## src/rtl/riscv_mem_pkg.sv

```systemverilog
// Shared definitions for the data-memory arbiter slice: arbiter state
// encoding, requester port identifiers and the byte-enable width.
package riscv_mem_pkg;

  typedef enum logic [1:0] {
    ST_IDLE    = 2'd0,
    ST_LOCKED  = 2'd1,
    ST_HOLDOFF = 2'd2
  } arb_state_e;

  localparam logic PORT_C = 1'b0;
  localparam logic PORT_D = 1'b1;

  localparam int BE_W = 4;

endpackage

```

## src/rtl/mem_lock_timer.sv

```systemverilog
// Counts the cycles the debug port has held its exclusive lock.
// clr restarts the count on lock entry, en advances it while locked, and
// expire flags the last cycle the lock may still be held. The count
// saturates rather than wrapping so a missed exit can never re-arm it.
module mem_lock_timer #(
  parameter int LOCK_MAX = 16
) (
  input  logic clk,
  input  logic rst,
  input  logic clr,
  input  logic en,
  output logic expire
);

  localparam int CNT_W = $clog2(LOCK_MAX);
  localparam logic [CNT_W-1:0] CNT_LAST = CNT_W'(LOCK_MAX - 1);

  logic [CNT_W-1:0] lock_cnt;

  // Saturating lock-age counter
  always_ff @(posedge clk or negedge rst) begin
    if (!rst) begin
      lock_cnt <= {CNT_W{1'b0}};
    end else if (clr) begin
      lock_cnt <= {CNT_W{1'b0}};
    end else if (en && (lock_cnt != CNT_LAST)) begin
      lock_cnt <= lock_cnt + CNT_W'(1);
    end
  end

  assign expire = (lock_cnt == CNT_LAST);

endmodule

```

## src/rtl/dmem_arbiter.sv

```systemverilog
// Single-port data memory arbiter between the core load/store unit (C)
// and the debug/loader port (D). Grants and the memory command are
// combinational in the request cycle; read data returns one cycle later
// to whichever port owned the read. D may take a bounded exclusive lock.
// Optional feature: define ARB_RR_EN for round-robin contention handling
// (default build uses fixed priority with the core winning).
module dmem_arbiter
  import riscv_mem_pkg::*;
#(
  parameter int ADDR_W   = 32,
  parameter int DATA_W   = 32,
  parameter int LOCK_MAX = 16
) (
  input  logic              clk,
  input  logic              rst,
  input  logic              c_req,
  input  logic              c_we,
  input  logic [BE_W-1:0]   c_be,
  input  logic [ADDR_W-1:0] c_addr,
  input  logic [DATA_W-1:0] c_wdata,
  output logic              c_gnt,
  output logic              c_rvalid,
  output logic [DATA_W-1:0] c_rdata,
  output logic              core_stall,
  input  logic              d_req,
  input  logic              d_we,
  input  logic [BE_W-1:0]   d_be,
  input  logic [ADDR_W-1:0] d_addr,
  input  logic [DATA_W-1:0] d_wdata,
  input  logic              d_lock,
  output logic              d_gnt,
  output logic              d_rvalid,
  output logic [DATA_W-1:0] d_rdata,
  output logic              lock_err,
  output logic              mem_en,
  output logic              mem_we,
  output logic [BE_W-1:0]   mem_be,
  output logic [ADDR_W-1:0] mem_addr,
  output logic [DATA_W-1:0] mem_wdata,
  input  logic [DATA_W-1:0] mem_rdata
);

  arb_state_e state;
  logic       owner_q;
  logic       rd_pend_q;
  logic       lock_enter;
  logic       lock_expire;
  logic       lock_timeout;
  logic       rd_grant;
`ifdef ARB_RR_EN
  logic       last_q;
`endif

  // Grant decision for the current cycle
  always_comb begin
    c_gnt = 1'b0;
    d_gnt = 1'b0;
    if (!rst) begin
      c_gnt = 1'b0;
      d_gnt = 1'b0;
    end else begin
      case (state)
        ST_LOCKED: begin
          c_gnt = 1'b0;
          d_gnt = d_req;
        end
        ST_IDLE, ST_HOLDOFF: begin
`ifdef ARB_RR_EN
          if (c_req && d_req) begin
            if (last_q == PORT_D) begin
              c_gnt = 1'b1;
            end else begin
              d_gnt = 1'b1;
            end
          end else begin
            c_gnt = c_req;
            d_gnt = d_req;
          end
`else
          c_gnt = c_req;
          d_gnt = d_req & ~c_req;
`endif
        end
        default: begin
          c_gnt = 1'b0;
          d_gnt = 1'b0;
        end
      endcase
    end
  end

  // Route the winner's command onto the memory port
  always_comb begin
    if (d_gnt) begin
      mem_we    = d_we;
      mem_be    = d_be;
      mem_addr  = d_addr;
      mem_wdata = d_wdata;
    end else if (c_gnt) begin
      mem_we    = c_we;
      mem_be    = c_be;
      mem_addr  = c_addr;
      mem_wdata = c_wdata;
    end else begin
      mem_we    = 1'b0;
      mem_be    = {BE_W{1'b0}};
      mem_addr  = {ADDR_W{1'b0}};
      mem_wdata = {DATA_W{1'b0}};
    end
  end

  assign mem_en       = c_gnt | d_gnt;
  assign core_stall   = c_req & ~c_gnt;
  assign lock_enter   = (state == ST_IDLE) & d_gnt & d_lock;
  assign lock_timeout = (state == ST_LOCKED) & d_lock & lock_expire;
  assign rd_grant     = (c_gnt & ~c_we) | (d_gnt & ~d_we);

  mem_lock_timer #(
    .LOCK_MAX (LOCK_MAX)
  ) u_lock_timer (
    .clk    (clk),
    .rst    (rst),
    .clr    (lock_enter),
    .en     (state == ST_LOCKED),
    .expire (lock_expire)
  );

  // Arbiter state, lock timeout pulse and pending-read ownership
  always_ff @(posedge clk or negedge rst) begin
    if (!rst) begin
      state     <= ST_IDLE;
      lock_err  <= 1'b0;
      rd_pend_q <= 1'b0;
      owner_q   <= PORT_C;
    end else begin
      lock_err  <= lock_timeout;
      rd_pend_q <= rd_grant;
      if (c_gnt || d_gnt) begin
        owner_q <= d_gnt ? PORT_D : PORT_C;
      end
      case (state)
        ST_IDLE:    state <= lock_enter ? ST_LOCKED : ST_IDLE;
        ST_LOCKED: begin
          // Releasing the lock takes precedence over a coincident timeout
          if (!d_lock) begin
            state <= ST_IDLE;
          end else if (lock_expire) begin
            state <= ST_HOLDOFF;
          end else begin
            state <= ST_LOCKED;
          end
        end
        ST_HOLDOFF: state <= d_lock ? ST_HOLDOFF : ST_IDLE;
        default:    state <= ST_IDLE;
      endcase
    end
  end

`ifdef ARB_RR_EN
  // Remember the most recent winner for round-robin contention
  always_ff @(posedge clk or negedge rst) begin
    if (!rst) begin
      last_q <= PORT_D;
    end else if (c_gnt || d_gnt) begin
      last_q <= d_gnt ? PORT_D : PORT_C;
    end
  end
`endif

  assign c_rvalid = rd_pend_q & (owner_q == PORT_C);
  assign d_rvalid = rd_pend_q & (owner_q == PORT_D);
  assign c_rdata  = c_rvalid ? mem_rdata : {DATA_W{1'b0}};
  assign d_rdata  = d_rvalid ? mem_rdata : {DATA_W{1'b0}};

endmodule
```

## config.mk

```make
export PLATFORM = sky130hd
export DESIGN_NAME = dmem_arbiter
export DESIGN_NICKNAME = d
export VERILOG_FILES = /design/src/rtl/riscv_mem_pkg.sv /design/src/rtl/mem_lock_timer.sv /design/src/rtl/dmem_arbiter.sv
export SDC_FILE = /design/constraint.sdc
export NUM_CORES = 1
export LEC_CHECK = 0
export BUFFER_PORTS_ARGS = -buffer_cell sky130_fd_sc_hd__buf_2
export CORE_AREA = 4 4 119 121
export DETAILED_ROUTE_END_ITERATION = 8
export DIE_AREA = 0 0 123 125
export HOLD_SLACK_MARGIN = 0.02
export RECOVER_POWER = 25
export SLEW_MARGIN = 10
export SYNTH_ARGS = -nofsm -noshare
export SYNTH_HDL_FRONTEND = slang
export SYNTH_SLANG_ARGS = --single-unit
```

## constraint.sdc

```tcl
create_clock -name clk -period 2.1 [get_ports clk]
set_input_delay 0.63 -clock clk [delete_from_list [all_inputs] [get_ports clk]]
set_output_delay 0.63 -clock clk [all_outputs]
set_load 0.02 [all_outputs]
```

* Word-level counts from Yosys, hierarchy flattened
Index checks and enable logic that the tools add are counted.
Cells by class: $add $sub $neg 1, eq/ne operators 4, mux-type cells 22, bitwise logic cells 17, reductions and logical operators 5
Operator list (count):
- $mux 32 | 6
- $mux 4 | 4
- $and 1x1->1 | 10
- $mux 1 | 7
- $mux 2 | 3
- $pmux 2 s3 | 1
- $not 1->1 | 5
- $add 4x1->4 const B | 1
- $eq 4x4->1 const B | 1
- $ne 4x4->1 const B | 1
- $eq 2x1->1 const B | 1
- $eq 2x2->1 const B | 1
- $logic_not 2->1 | 1
- $or 1x1->1 | 2
- $pmux 1 s2 | 1
- $reduce_bool 2->1 | 1
- $reduce_or 2->1 | 1
- $logic_and 1x1->1 | 1
- $logic_or 1x1->1 | 1
Storage, ports and cells: register bits after elaboration 9, word-level logic and storage cells 54

* Depth between registers and ports, before layout
depth in word-level cells 8, depth in mapped cells 5

* By module
From an unflattened synthesis, not the netlist that was laid out.
Second synthesis, totals: cell total of the unflattened synthesis 214, area total of the unflattened synthesis 1911.8 um2
By module, submodules not included:
- dmem_arbiter | instances 1, cells an instance 194, area an instance 1682.9 um2, sequential area each 125.1 um2
- mem_lock_timer | instances 1, cells an instance 20, area an instance 229.0 um2, sequential area each 100.1 um2

* Least setup slack after synthesis
OpenSTA, ideal clock, no wires.
kind input -> output, from input c_req, to output mem_addr[26], arrival 1.569 ns, data required time 1.470 ns, setup slack -0.099 ns, stages 5, cell sequence nor2b_1 -> a211o_2 -> clkinv_4 -> buf_8 -> a22o_1
Between the ends: word-level cells in the longest chain between the ends 5, elaborated cells between the ends (all ways) 8, classes of those cells mux (6); bitwise (2)
RTL lines:
- from (decl) | RTL line dmem_arbiter.sv:16 | input logic c_req,
- $not 1->1 | RTL line dmem_arbiter.sv:81 | d_gnt = d_req & ~c_req;
- $and 1x1->1 | RTL line dmem_arbiter.sv:81
- $pmux 1 s2 | RTL line dmem_arbiter.sv:62 | case (state)
- $mux 1 | RTL line dmem_arbiter.sv:58 | if (!rst) begin
- named net d_gnt | RTL line dmem_arbiter.sv:31 | output logic d_gnt,
- $mux 32 | RTL line dmem_arbiter.sv:94 | if (d_gnt) begin
- to (decl) | RTL line dmem_arbiter.sv:38 | output logic [ADDR_W-1:0] mem_addr,
The timed path passes the listed nets, and every way through them passes these cells.

* Worst setup path in the final report
from input c_req, to output mem_addr[21]
Between the ends: word-level cells in the longest chain between the ends 5, elaborated cells between the ends (all ways) 8, classes of those cells mux (6); bitwise (2)
RTL lines (RTL line):
- $not 1->1 | dmem_arbiter.sv:81
- $and 1x1->1 | dmem_arbiter.sv:81
- $pmux 1 s2 | dmem_arbiter.sv:62
- $mux 1 | dmem_arbiter.sv:58
- $mux 32 (*) | dmem_arbiter.sv:94
Every way passes the cells marked *; elsewhere a longest branch is shown, timed or not.

==> results.ini <==
[run_status]
status = finished with violations
violations = negative setup slack

[synth]
yosysWarnings = 0
synth_nets = 378
yosys.area.top_type = a22o_1
synth-compound-area-share = 0.418
synth_top_family_by_area = compound AO/OA/AOI/OAI gates
synthCells = 202
synth_area_leaders = a22o_1 (37%), dfrtp_1 (14%), and3_1 (13%), and2_1 (13%), buf_8 (6.4%)
synth.avg_cell_area_um2 = 8.11
yosysTopAreaCellShare = 0.369
yosysSeqAreaShare = 0.138
synth_simple_gate_area_frac = 0.319
yosysUniqueCellTypes = 27
syn_area_um2 = 1640
synth_xor_area_frac = 0
ys_ff_latch = 9
synth_fa_ha_area_frac = 0.00764
synthMuxAreaShare = 0.00611

[global_routing]
grt_max_degree = 61
grt_remaining_overflow = 0
track_usage = 0.131
grt_pass1_vias = 2845
antenna_found_initial = 2
grt_pass1_wl_mm = 15.8

[power]
vdd_ir_drop_max_uv = 216
powerDensity_nw_per_um2 = 378
comb_power_share = 0.631
internal-power_mw = 0.952
p_leak_nw = 2.54
switchingPower_mw = 0.627
p_clk_frac = 0.214
p_seq_frac = 0.155
switching_share = 0.397

[place]
place_area_um2 = 3560
dp_slack_ns = -0.347
port_buffers = 314
dp_cells = 693
gp_congestion = 0.800
hpwl_mm = 9.98

[detailed_routing]
viasPerCell = 4.25
drt-wirelength-per-cell_um = 17.0
first_pass_iters = 4
drt_iter0_drc = 56
antenna_left = 0
dr_total_vias = 2995
wirelength_mm = 12.0
drc_errors = 0

[setup_path]
crit_required_ns = 1.47
critPathMaxFanout = 8
cp_num_buf_inv = 4
worstSetupPathType = input pin to primary output
cp_slowest_cell = a211o_4
cp_cell_sequence = buf_6, nor2b_4, a211o_4, clkinv_8, buf_12, a22o_1, buf_6
crit_path_end_kind = primary output
startpoint_type = input pin
path_common_cell = buf_6
max_stage_delay_ns = 0.33
cp_top_family = compound AO/OA/AOI/OAI gates
cp.arrival_ns = 1.73

[floorplanning]
die_area_um2 = 15400
core_um2 = 13100
initial_core_util = 0.125
boundaryPins = 315
chipWidth_um = 123
num_rows = 42
die_h_um = 125

[timing]
tightest_slew_ns = 0.489
timing.final.ws_setup_ns = -0.263
fmax_ghz = 0.423
finalCritPeriodShare = 1.13
slew_headroom = 0.674
slew_violations = 0
hold_viol = 0
whs_ns = 0.454
setup_violations = 71
period_needed_ns = 2.36
fin_skew_ns = 0.00442
rsz0062_at_grt = true

[clocking]
clkLatencyLatePin_ns = 0.24
cts_buffers = 3
cts_max_level = 1
cts_tree = done
numClockSinks = 9
cts.hold.buffers_added = 0
clkSlewWorstSetupHoldPaths_ns = 0.04
cts-root-buf = clkbuf_16
clockBufferDepth = 2

[cells_and_area]
finalNonFillerCells = 704
area_growth_pct = 155
nNetsFinal = 705
layout_common_cells = buf_2 (240), buf_6 (63), a22o_1 (60)
diodes = 0
fin_area_um2 = 4170
final_common_cell = buf_2
fill_cells = 1422
layout-drive-gt1-share = 0.686

[job]
cap_violations = 0

[min_path]
hold_path.class = input pin to async pin

synth_stat cells:
master    instances
a211o_2           1
a21o_1            1
a21oi_1           4
a22o_1           69
a31o_2            1
a32oi_1           1
and2_1           34
and3_1           35
and4b_1           1
buf_2             5
buf_8             7
clkbuf_1         11
clkinv_4          1
dfrtp_1           9
ha_1              1
inv_2             1
mux2i_1           1
nand2_1           3
nand2b_1          2
nand3_1           3
nor2b_1           3
nor3_1            2
nor4_1            1
o21ai_0           2
o22ai_1           1
o41ai_1           1
or3_1             1
metrics by stage:
| stage | power [mW] | setup TNS [ns] | utilization |
|---|---|---|---|
| after global placement | 1.10 | -19.75 | 0.272 |
| final | 1.58 | -15.10 | 0.319 |
| after detailed placement | 1.10 | -20.48 | 0.272 |
| after global routing | 1.67 | -18.02 | 0.319 |
| after CTS | 1.54 | -19.22 | 0.302 |
| after floorplan | 0.705 | -3.89 | - |
registers in the layout (all words and copies together) (netlist names):
register / flops
lock_err: 1
owner_q: 1
state: 2
rd_pend_q: 1
u_lock_timer.lock_cnt: 4
metal layers:
| metal | routed length [um] | global-route usage |
|---|---|---|
| met3 | 1290 | 0.0312 |
| met4 | 67 | 0.0195 |
| met1 | 4210 | 0.138 |
| met2 | 6410 | 0.262 |
| met5 | 21 | 0 |
kinds of logic after synthesis:
group,after synthesis
compound gates,81
fa+ha+maj,1
buf+inv,25
flops,9
mux,1
simple gates,85
what timing repair did:
item / 4_1_cts / 5_1_grt
setup buffers: 0 / 3
endpoints found under the hold margin: 0 / 0
gates cloned: 2 / 2
setup endpoints to repair: 71 / 74
gates resized for setup: 95 / 48
pin swaps: 16 / 27
worst paths after layout:
path / startpoint / end / slack, ns / cells past startpoint
max: c_req / mem_addr[21] / -0.26 / 7
min reg2reg: u_lock_timer.lock_cnt[3] / u_lock_timer.lock_cnt[3] / 0.56 / 1
min: rst / state[1] / 0.45 / 2
max in group asynchronous: rst / u_lock_timer.lock_cnt[1] / 1.31 / 2
max reg2reg: u_lock_timer.lock_cnt[0] / u_lock_timer.lock_cnt[0] / 0.69 / 4
min in group clk: u_lock_timer.lock_cnt[3] / u_lock_timer.lock_cnt[3] / 0.56 / 1
cell type report:
class	instances	area, um^2	share of cell area
well taps	176	220	0.0528
multi-input cells	168	1330	0.319
repair inverters	1	11.3	0.00270
inverters	2	22.5	0.00540
flip-flops and latches	9	225	0.0540
repair buffers	344	2280	0.548
clock buffers	4	78.8	0.0189
power by group through the flow:
stage | clock [mW] | combinational (mW) | sequential [mW]
after floorplan | 0 | 0.466 | 0.239
after CTS | 0.344 | 0.947 | 0.245
after global routing | 0.351 | 1.07 | 0.251
final | 0.338 | 0.996 | 0.245
after global placement | 0 | 0.854 | 0.246
after detailed placement | 0 | 0.856 | 0.248
(Power assumes the default switching activity.)
